==> config.mk <==
export PLATFORM = sky130hd
export DESIGN_NAME = cvmcu_dbg_stoptimer_rsp
export DESIGN_NICKNAME = d
export VERILOG_FILES = /design/src/rtl/cvmcu_dbg_pkg.sv /design/src/rtl/cvmcu_dbg_sat_cnt.sv /design/src/rtl/cvmcu_dbg_stoptimer_rsp.sv
export SDC_FILE = /design/constraint.sdc
export NUM_CORES = 1
export LEC_CHECK = 0
export ABC_AREA = 1
export BUFFER_PORTS_ARGS = -buffer_cell sky130_fd_sc_hd__clkbuf_2
export CAP_MARGIN = 15
export CORE_ASPECT_RATIO = 0.7
export CORE_MARGIN = 8
export CORE_UTILIZATION = 55
export DETAILED_ROUTE_END_ITERATION = 12
export HOLD_SLACK_MARGIN = 0.03
export PLACE_DENSITY_LB_ADDON = 0.15
export SYNTH_ARGS = -nofsm -noshare
export SYNTH_HDL_FRONTEND = slang
export SYNTH_HIERARCHICAL = 1
export SYNTH_SLANG_ARGS = --single-unit
==> constraint.sdc <==
create_clock -name clk_i -period 1.88 [get_ports clk_i]
set_input_delay 0.188 -clock clk_i [delete_from_list [all_inputs] [get_ports clk_i]]
set_output_delay 0.188 -clock clk_i [all_outputs]
set_load 0.02 [all_outputs]
==> src/rtl/cvmcu_dbg_pkg.sv <==
// Shared types for the debug stop-timer responder: FSM state encoding and
// halt-counter width.
package cvmcu_dbg_pkg;

    typedef enum logic [2:0] {
        IDLE    = 3'd0,
        PEND    = 3'd1,
        HALTED  = 3'd2,
        RELEASE = 3'd3,
        TMO     = 3'd4
    } dbg_rsp_state_e;

    localparam int HALT_CNT_W = 16;

endpackage

==> src/rtl/cvmcu_dbg_sat_cnt.sv <==
// Saturating up-counter with synchronous clear; clear wins over increment.
module cvmcu_dbg_sat_cnt
    import cvmcu_dbg_pkg::*;
#(
    parameter int W = HALT_CNT_W
) (
    input  logic         clk_i,
    input  logic         rst_ni,
    input  logic         clr_i,
    input  logic         inc_i,
    output logic [W-1:0] cnt_o
);

    logic [W-1:0] cnt_q;
    logic [W-1:0] cnt_d;

    always_comb begin
        cnt_d = cnt_q;
        if (clr_i) begin
            cnt_d = '0;
        end else if (inc_i && (cnt_q != {W{1'b1}})) begin
            cnt_d = cnt_q + 1'b1;
        end
    end

    always_ff @(posedge clk_i or negedge rst_ni) begin
        if (!rst_ni) begin
            cnt_q <= '0;
        end else begin
            cnt_q <= cnt_d;
        end
    end

    assign cnt_o = cnt_q;

endmodule

==> src/rtl/cvmcu_dbg_stoptimer_rsp.sv <==
// Core-side debug responder: freezes system timers while the core is (or is
// about to be) halted, with halt-timeout detection and a release hold-off.
module cvmcu_dbg_stoptimer_rsp
    import cvmcu_dbg_pkg::*;
#(
    parameter int TIMEOUT_CYCLES = 1024,
    parameter int RELEASE_DLY    = 4,
    parameter int CNT_W          = $clog2(TIMEOUT_CYCLES + RELEASE_DLY + 1)
) (
    input  logic                  clk_i,
    input  logic                  rst_ni,
    input  logic                  debug_req_i,
    input  logic                  core_halted_i,
    input  logic                  stoptimer_en_i,
    output logic                  stoptimer_o,
    output logic                  halt_timeout_o,
    output logic [HALT_CNT_W-1:0] halt_count_o,
    output logic [2:0]            dbg_state_o
);

    localparam logic [CNT_W-1:0] TMO_LAST = CNT_W'(TIMEOUT_CYCLES - 1);
    // RELEASE is never entered when RELEASE_DLY is 0, so the value is moot there.
    localparam logic [CNT_W-1:0] REL_LAST = CNT_W'((RELEASE_DLY == 0) ? 0 : RELEASE_DLY - 1);

    dbg_rsp_state_e   state_q, state_d;
    logic [CNT_W-1:0] cnt_q, cnt_d;
    logic             stop_q, stop_d;
    logic             tmo_q, tmo_d;
    logic             halt_exit;

    always_comb begin
        state_d   = state_q;
        cnt_d     = cnt_q;
        tmo_d     = 1'b0;
        halt_exit = 1'b0;
        case (state_q)
            IDLE: begin
                cnt_d = '0;
                if (core_halted_i) begin
                    state_d = HALTED;
                end else if (debug_req_i) begin
                    state_d = PEND;
                end
            end
            PEND: begin
                if (core_halted_i) begin
                    state_d = HALTED;
                    cnt_d   = '0;
                end else if (!debug_req_i) begin
                    state_d = IDLE;
                    cnt_d   = '0;
                end else if (cnt_q == TMO_LAST) begin
                    state_d = TMO;
                    cnt_d   = '0;
                    tmo_d   = 1'b1;
                end else begin
                    cnt_d = cnt_q + 1'b1;
                end
            end
            TMO: begin
                // Held request stays parked here; no second timeout until IDLE.
                if (core_halted_i) begin
                    state_d = HALTED;
                end else if (!debug_req_i) begin
                    state_d = IDLE;
                end
            end
            HALTED: begin
                if (!core_halted_i) begin
                    halt_exit = 1'b1;
                    cnt_d     = '0;
                    state_d   = (RELEASE_DLY == 0) ? IDLE : RELEASE;
                end
            end
            RELEASE: begin
                if (core_halted_i) begin
                    state_d = HALTED;
                    cnt_d   = '0;
                end else if (cnt_q == REL_LAST) begin
                    state_d = IDLE;
                    cnt_d   = '0;
                end else begin
                    cnt_d = cnt_q + 1'b1;
                end
            end
            default: begin
                state_d = IDLE;
                cnt_d   = '0;
            end
        endcase
    end

    // Output follows the next state so it rises together with dbg_state_o.
    assign stop_d = stoptimer_en_i &&
                    ((state_d == PEND) || (state_d == HALTED) || (state_d == RELEASE));

    always_ff @(posedge clk_i or negedge rst_ni) begin
        if (!rst_ni) begin
            state_q <= IDLE;
            cnt_q   <= '0;
            stop_q  <= 1'b0;
            tmo_q   <= 1'b0;
        end else begin
            state_q <= state_d;
            cnt_q   <= cnt_d;
            stop_q  <= stop_d;
            tmo_q   <= tmo_d;
        end
    end

    cvmcu_dbg_sat_cnt #(
        .W (HALT_CNT_W)
    ) u_halt_cnt (
        .clk_i  (clk_i),
        .rst_ni (rst_ni),
        .clr_i  (1'b0),
        .inc_i  (halt_exit),
        .cnt_o  (halt_count_o)
    );

    assign stoptimer_o    = stop_q;
    assign halt_timeout_o = tmo_q;
    assign dbg_state_o    = state_q;

endmodule
# Yosys cells after proc, flatten, opt, wreduce, memory -nomap -nowiden
# Index checks and enable logic that the tools add are counted.
dict set report totals {
  regBits 32
  input_bits 5
  out_inout_bits 21
  elab_cells 49
}
dict set report op_classes {
  add_sub_neg 2
  eq_ne 11
  muxes 24
  bitwise_logic 1
  reduce_logical 6
}
# cell count
set ops {}
lappend ops {{$mux 11} 6}
lappend ops {{$pmux 11 s4} 1}
lappend ops {{$mux 3} 10}
lappend ops {{$add 16x1->16 const B} 1}
lappend ops {{$ne 16x16->1 const B} 1}
lappend ops {{$pmux 3 s5} 1}
lappend ops {{$eq 3x2->1 const B} 4}
lappend ops {{$add 11x1->11 const B} 1}
lappend ops {{$eq 11x10->1 const B} 1}
lappend ops {{$eq 11x2->1 const B} 1}
lappend ops {{$eq 3x1->1 const B} 2}
lappend ops {{$mux 1} 6}
lappend ops {{$eq 3x3->1 const B} 1}
lappend ops {{$logic_not 3->1} 1}
lappend ops {{$logic_and 1x1->1} 2}
lappend ops {{$logic_or 1x1->1} 2}
lappend ops {{$ne 2x2->1 const B} 1}
lappend ops {{$reduce_and 2->1} 1}
lappend ops {{$not 1->1} 1}

# Depth between registers and ports, before layout
dict set report depth {
  ltp_word 9
  ltp_mapped 10
  ltp_nobuf 10
}

# Modules after synthesis
# Netlist, hierarchy kept.
# module n_inst cells_each area_each_um2
set by_module_without_submodules {}
lappend by_module_without_submodules {cvmcu_dbg_stoptimer_rsp 1 139 1047.3}
lappend by_module_without_submodules {cvmcu_dbg_sat_cnt 1 144 1037.2}

# Worst setup path before layout
# OpenSTA, ideal clock, no wires.
dict set report synth_path {
  path_kind {register to register}
  from {register state_q[2], in the netlist dbg_state_o[2]}
  to {register u_halt_cnt.cnt_q[10], in the netlist u_halt_cnt/cnt_o[10]}
  setup_ns 0.066
  arrival_time_ns 1.618
  t_required_ns 1.814
  slack_ns 0.196
  path_stages_with_launch 8
  path_buffers 1
  path_cell_list {dfrtp_1 -> nand3b_4 -> nor2_1 -> inv_1 -> nor2_1 -> buf_2 -> nand4_1 -> nand2_1}
}
dict set report synth_between {
  elab_chain_len 3
}
# element line_no
set synth_lines {}
lappend synth_lines {{start, declared} cvmcu_dbg_stoptimer_rsp.sv:25} ;# dbg_rsp_state_e state_q, state_d;
lappend synth_lines {{start signal, assigned} cvmcu_dbg_stoptimer_rsp.sv:104} ;# state_q <= state_d;
lappend synth_lines {{$eq 3x2->1} cvmcu_dbg_stoptimer_rsp.sv:36} ;# case (state_q)
lappend synth_lines {{$mux 1} cvmcu_dbg_stoptimer_rsp.sv:36}
lappend synth_lines {{net halt_exit} cvmcu_dbg_stoptimer_rsp.sv:29} ;# logic halt_exit;
lappend synth_lines {{$logic_and 1x1->1} cvmcu_dbg_sat_cnt.sv:21} ;# end else if (inc_i && (cnt_q != {W{1'b1}})) begin
lappend synth_lines {{end signal, assigned} cvmcu_dbg_sat_cnt.sv:30} ;# cnt_q <= cnt_d;
lappend synth_lines {{end, declared} cvmcu_dbg_sat_cnt.sv:14} ;# logic [W-1:0] cnt_q;
# The timed path passes the listed nets, and every way through them passes these cells.
# A chain may end at the register's enable or synchronous reset.

# Final worst setup path
dict set report layout_path {
  from {register u_halt_cnt.cnt_q[0], in the netlist u_halt_cnt/cnt_o[0]}
  to {register u_halt_cnt.cnt_q[10], in the netlist u_halt_cnt/cnt_o[10]}
}
dict set report layout_between {
  elab_chain_len 2
  elab_cells_between_ends 3
  cone_classes {add/sub: 1; eq/ne: 1; reduce/logical: 1}
}
# element
set layout_lines {}
lappend layout_lines {{branches (longest 2 deep; another with $add 16x1->16)}}
# Parallel ways; which one is timed is not known.

==> key figures <==
Run status
  • Status: finished, final reports clean

Place
  • DP Wirelength: about 3600 um
  • Port buffer count: 25
  • RePlAce Congestion: approximately 0.86
  • DP Area: between 0.002 and 0.0025 mm^2

Layout
  • Fillers: around 290
  • Ant diodes: 0
  • Fin area: about 0.0024 mm^2
  • Final #Nets: approximately 330
  • Area Overhead vs Synth: 17.2%
  • Proportion of layout cells with a drive suffix above 1: 0.230

Pwr
  • Total net switching power: around 0.00076 W
  • Sequential cell fraction of total power: 0.394
  • Internal power: between 0.001 and 0.0015 W
  • VDD IR max: between 500 and 600 uV
  • Switching portion of total power: 0.370
  • Clock share of power: 0.278
  • Power Total: 0.00204 W
  • Gate power share: 0.329
  • Power density cells: around 840 mW/mm^2
  • Leak: around 1.2 nW

Worst setup path
  • WP data required: between 2 and 2.5 ns
  • Reg2reg path depth: 8
  • Worst r2r src: u_halt_cnt/cnt_o[0]
  • Crit end category: flip-flop
  • Crit start category: flip-flop
  • Worst Setup SP: u_halt_cnt/cnt_o[0]
  • Worst path bufs/invs: 0
  • Instance count on the critical path: 8
  • Data arrival, critical path: between 1.5 and 2 ns
  • CP max-delay cell: nor2_2
  • CP delay by family, top: simple AND/OR/NAND/NOR gates
  • Kind of critical path: reg -> reg
  • Critical Path Sink: u_halt_cnt/cnt_o[10]
  • CP peak stage delay: 0.43 ns
  • FF-to-FF setup slack: 0.15 ns
  • Worst Path Max Fanout: 13
  • Crit Reg-Reg Endpoint: u_halt_cnt/cnt_o[10]
  • Crit path cell chain: ha_1, nand2_2, nor2_4, nand2_4, nor2_1, nor2_2, nand4_1, nand2_1

Detailed routing
  • Drt drc: 0
  • DR top layer: met4
  • Vias: 1,935
  • Post-route antenna net violation count: 0
  • Initial DRC Count: around 140
  • WL met1: approximately 2400 um
  • First drt pass iteration count: 4
  • Drt total wl: around 4700 um
  • Metal2 WL: between 1500 and 2000 um
  • WL met3: around 400 um
  • Vias/cell: between 5 and 6
  • Routed len/inst: 12.6 um

Floorplan
  • Initial core utilization: 0.582
  • Core area: 0.00358 mm^2
  • Die Span Y: about 68 um
  • Die W: 89.6 um
  • Die area: about 0.0060 mm^2
  • Row count: 18
  • Num ports: 26

Global routing
  • Global-route wire length before repair: roughly 8000 um
  • Antenna violations before repair: 0
  • Vias in the first global route: roughly 1,800
  • Total overflow reported by the global router: 0
  • GR Util All Layers: 0.175
  • Largest net degree at the start of global routing: 33

Synthesis
  • Post-synth top area share: 0.384
  • Syn. warnings: 6
  • Syn Inst Count: between 200 and 300
  • Synth area leader: dfrtp_1
  • Yosys reg bits: 32
  • Netlist cell types: 34
  • Mapped cell area: about 0.0021 mm^2
  • Top cells by area, synth: dfrtp_1, nand2_1, nor2_1
  • Mean Syn Cell Area: approximately 7.4 um^2
  • Register area share after synthesis: 0.384

CTS
  • Clk_lat worst skew: roughly 0.28 ns
  • Number of CTS-inserted buffers: 5
  • Max clock buf depth: 2
  • Clk sink count: 32
  • TritonCTS clock tree: yes
  • Reg clk slew, reported paths: roughly 0.06 ns
  • CTS root buf: clkbuf_8
  • H-tree Lvls: 2

Timing
  • Post-route clock period utilization: 0.918
  • Max-Slew Margin vs Limit: 0.473
  • Max-slew violation count: 0
  • Tmin final: approximately 1.7 ns
  • Setup TNS: 0 ns
  • Clock Skews: 0.00521 ns
  • Hold Fails Final Rpt: 0
  • Hold_ws: between 0.1 and 0.15 ns
  • FMAX: just under 600 MHz
  • Setup-failing EPs final: 0
  • Slew of the pin with the lowest slew margin: ~0.79 ns
  • RSZ-0062 raised after global routing: false

Job
  • Max-cap violations: 0

Min path
  • Hold crit path type: in -> reg
cells in the final DEF (no fill, tap or decap), types with 4 or more instances in the layout:
cell | Yosys | routed
o21ai_0 | 5 | 5
nand3_2 | 6 | 6
clkbuf_2 | 0 | 25
dfrtp_1 | 32 | 32
inv_1 | 24 | 24
nand2_1 | 95 | 95
nor2_1 | 36 | 35
xor2_1 | 6 | 6
nand4_1 | 11 | 11
nand3_1 | 21 | 21
clkbuf_8 | 0 | 7
buf_4 | 0 | 11
inv_2 | 4 | 4
how the worst min path moves through the flow:
stage | start | cells past startpoint | to | slack [ns]
CTS | stoptimer_en_i | 3 | stoptimer_o | 0.1
detailed placement | rst_ni | 1 | cnt_q[4] | 0.31
floorplan | rst_ni | 0 | cnt_q[0] | -0.11
finish | stoptimer_en_i | 3 | stoptimer_o | 0.10
global route | stoptimer_en_i | 3 | stoptimer_o | 0.10
global placement | rst_ni | 1 | cnt_q[4] | 0.32
cell families after synthesis:
kind of cell	Yosys count	synth area share
compound gates	19	0.0672
xor+xnor	9	0.0378
fa+ha+maj	2	0.0120
flops	32	0.384
simple gates	187	0.427
other cells	1	0.00180
buf+inv	33	0.0702
power by group through the flow:
stage	combinational (W)	sequential [W]	clock (W)
2_1_floorplan	0.000434	0.000863	0
3_3_place_gp	0.000660	0.000813	0
3_5_place_dp	0.000662	0.000817	0
4_1_cts	0.000671	0.000804	0.000588
5_1_grt	0.000739	0.000814	0.000617
6_report	0.000672	0.000805	0.000568
synthesized netlist by cell type:
| library cell | n |
|---|---|
| nand2_1 | 95 |
| nor2_1 | 36 |
| dfrtp_1 | 32 |
| inv_1 | 24 |
| nand3_1 | 21 |
| nand4_1 | 11 |
| nand3_2 | 6 |
| xor2_1 | 6 |
| o21ai_0 | 5 |
| inv_2 | 4 |
| a21oi_1 | 3 |
| a21oi_2 | 3 |
| nand2_2 | 3 |
| nand2_4 | 3 |
| o21bai_1 | 3 |
| xnor2_1 | 3 |
| ha_1 | 2 |
| inv_4 | 2 |
| nor2_2 | 2 |
| nor2_4 | 2 |
| nor3_1 | 2 |
| o21ai_1 | 2 |
| o21ai_4 | 2 |
| buf_1 | 1 |
| buf_12 | 1 |
| buf_2 | 1 |
| conb_1 | 1 |
| nand3b_1 | 1 |
| nand3b_4 | 1 |
| nor3_2 | 1 |
| nor3_4 | 1 |
| o32ai_1 | 1 |
| or2_0 | 1 |
| or2_2 | 1 |
metal layers:
metal  vias to the layer above  global-route usage
met1                       876               0.257
met5                         -                   0
met4                         0              0.0557
met3                         2              0.0461
met2                        77               0.239
li1                        980                   -
sequential cells by signal, indices dropped and copies added (netlist names):
signal,count
halt_timeout_o,1
stoptimer_o,1
dbg_state_o,3
u_halt_cnt/cnt_o,16
cnt_q,11
metrics by stage:
step,setup slack [ns],util,cells
2_1_floorplan,0.196,-,285
3_3_place_gp,0.000260,0.652,368
3_5_place_dp,-0.0523,0.652,368
4_1_cts,0.176,0.682,376
5_1_grt,0.0184,0.682,376
6_report,0.153,0.682,376
final cells by class:
cell class                      count  area (um^2)  area share
Multi-Input combinational cell    220         1150       0.470
Sequential cell                    32          801       0.328
Timing Repair Buffer               37          218      0.0891
Inverter                           30          118      0.0482
Clock buffer                        7         96.3      0.0394
Tap cell                           50         62.6      0.0256
repair_timing:
action | CTS | global route
setup buffers | 0 | 0
hold buffers | 1 | 0
setup endpoints to repair | 13 | 0
gates resized for setup | 1 | 0
endpoints found under the hold margin | 32 | 0
worst reg2reg max path, stage by stage (launching register included):
cell and delay (ns):
dfrtp_1 0.41, ha_1 0.23, nand2_2 0.11, nor2_4 0.05, nand2_4 0.09, nor2_1 0.06, nor2_2 0.43, nand4_1 0.17
nand2_1 0.11
(Power assumes the default switching activity.)
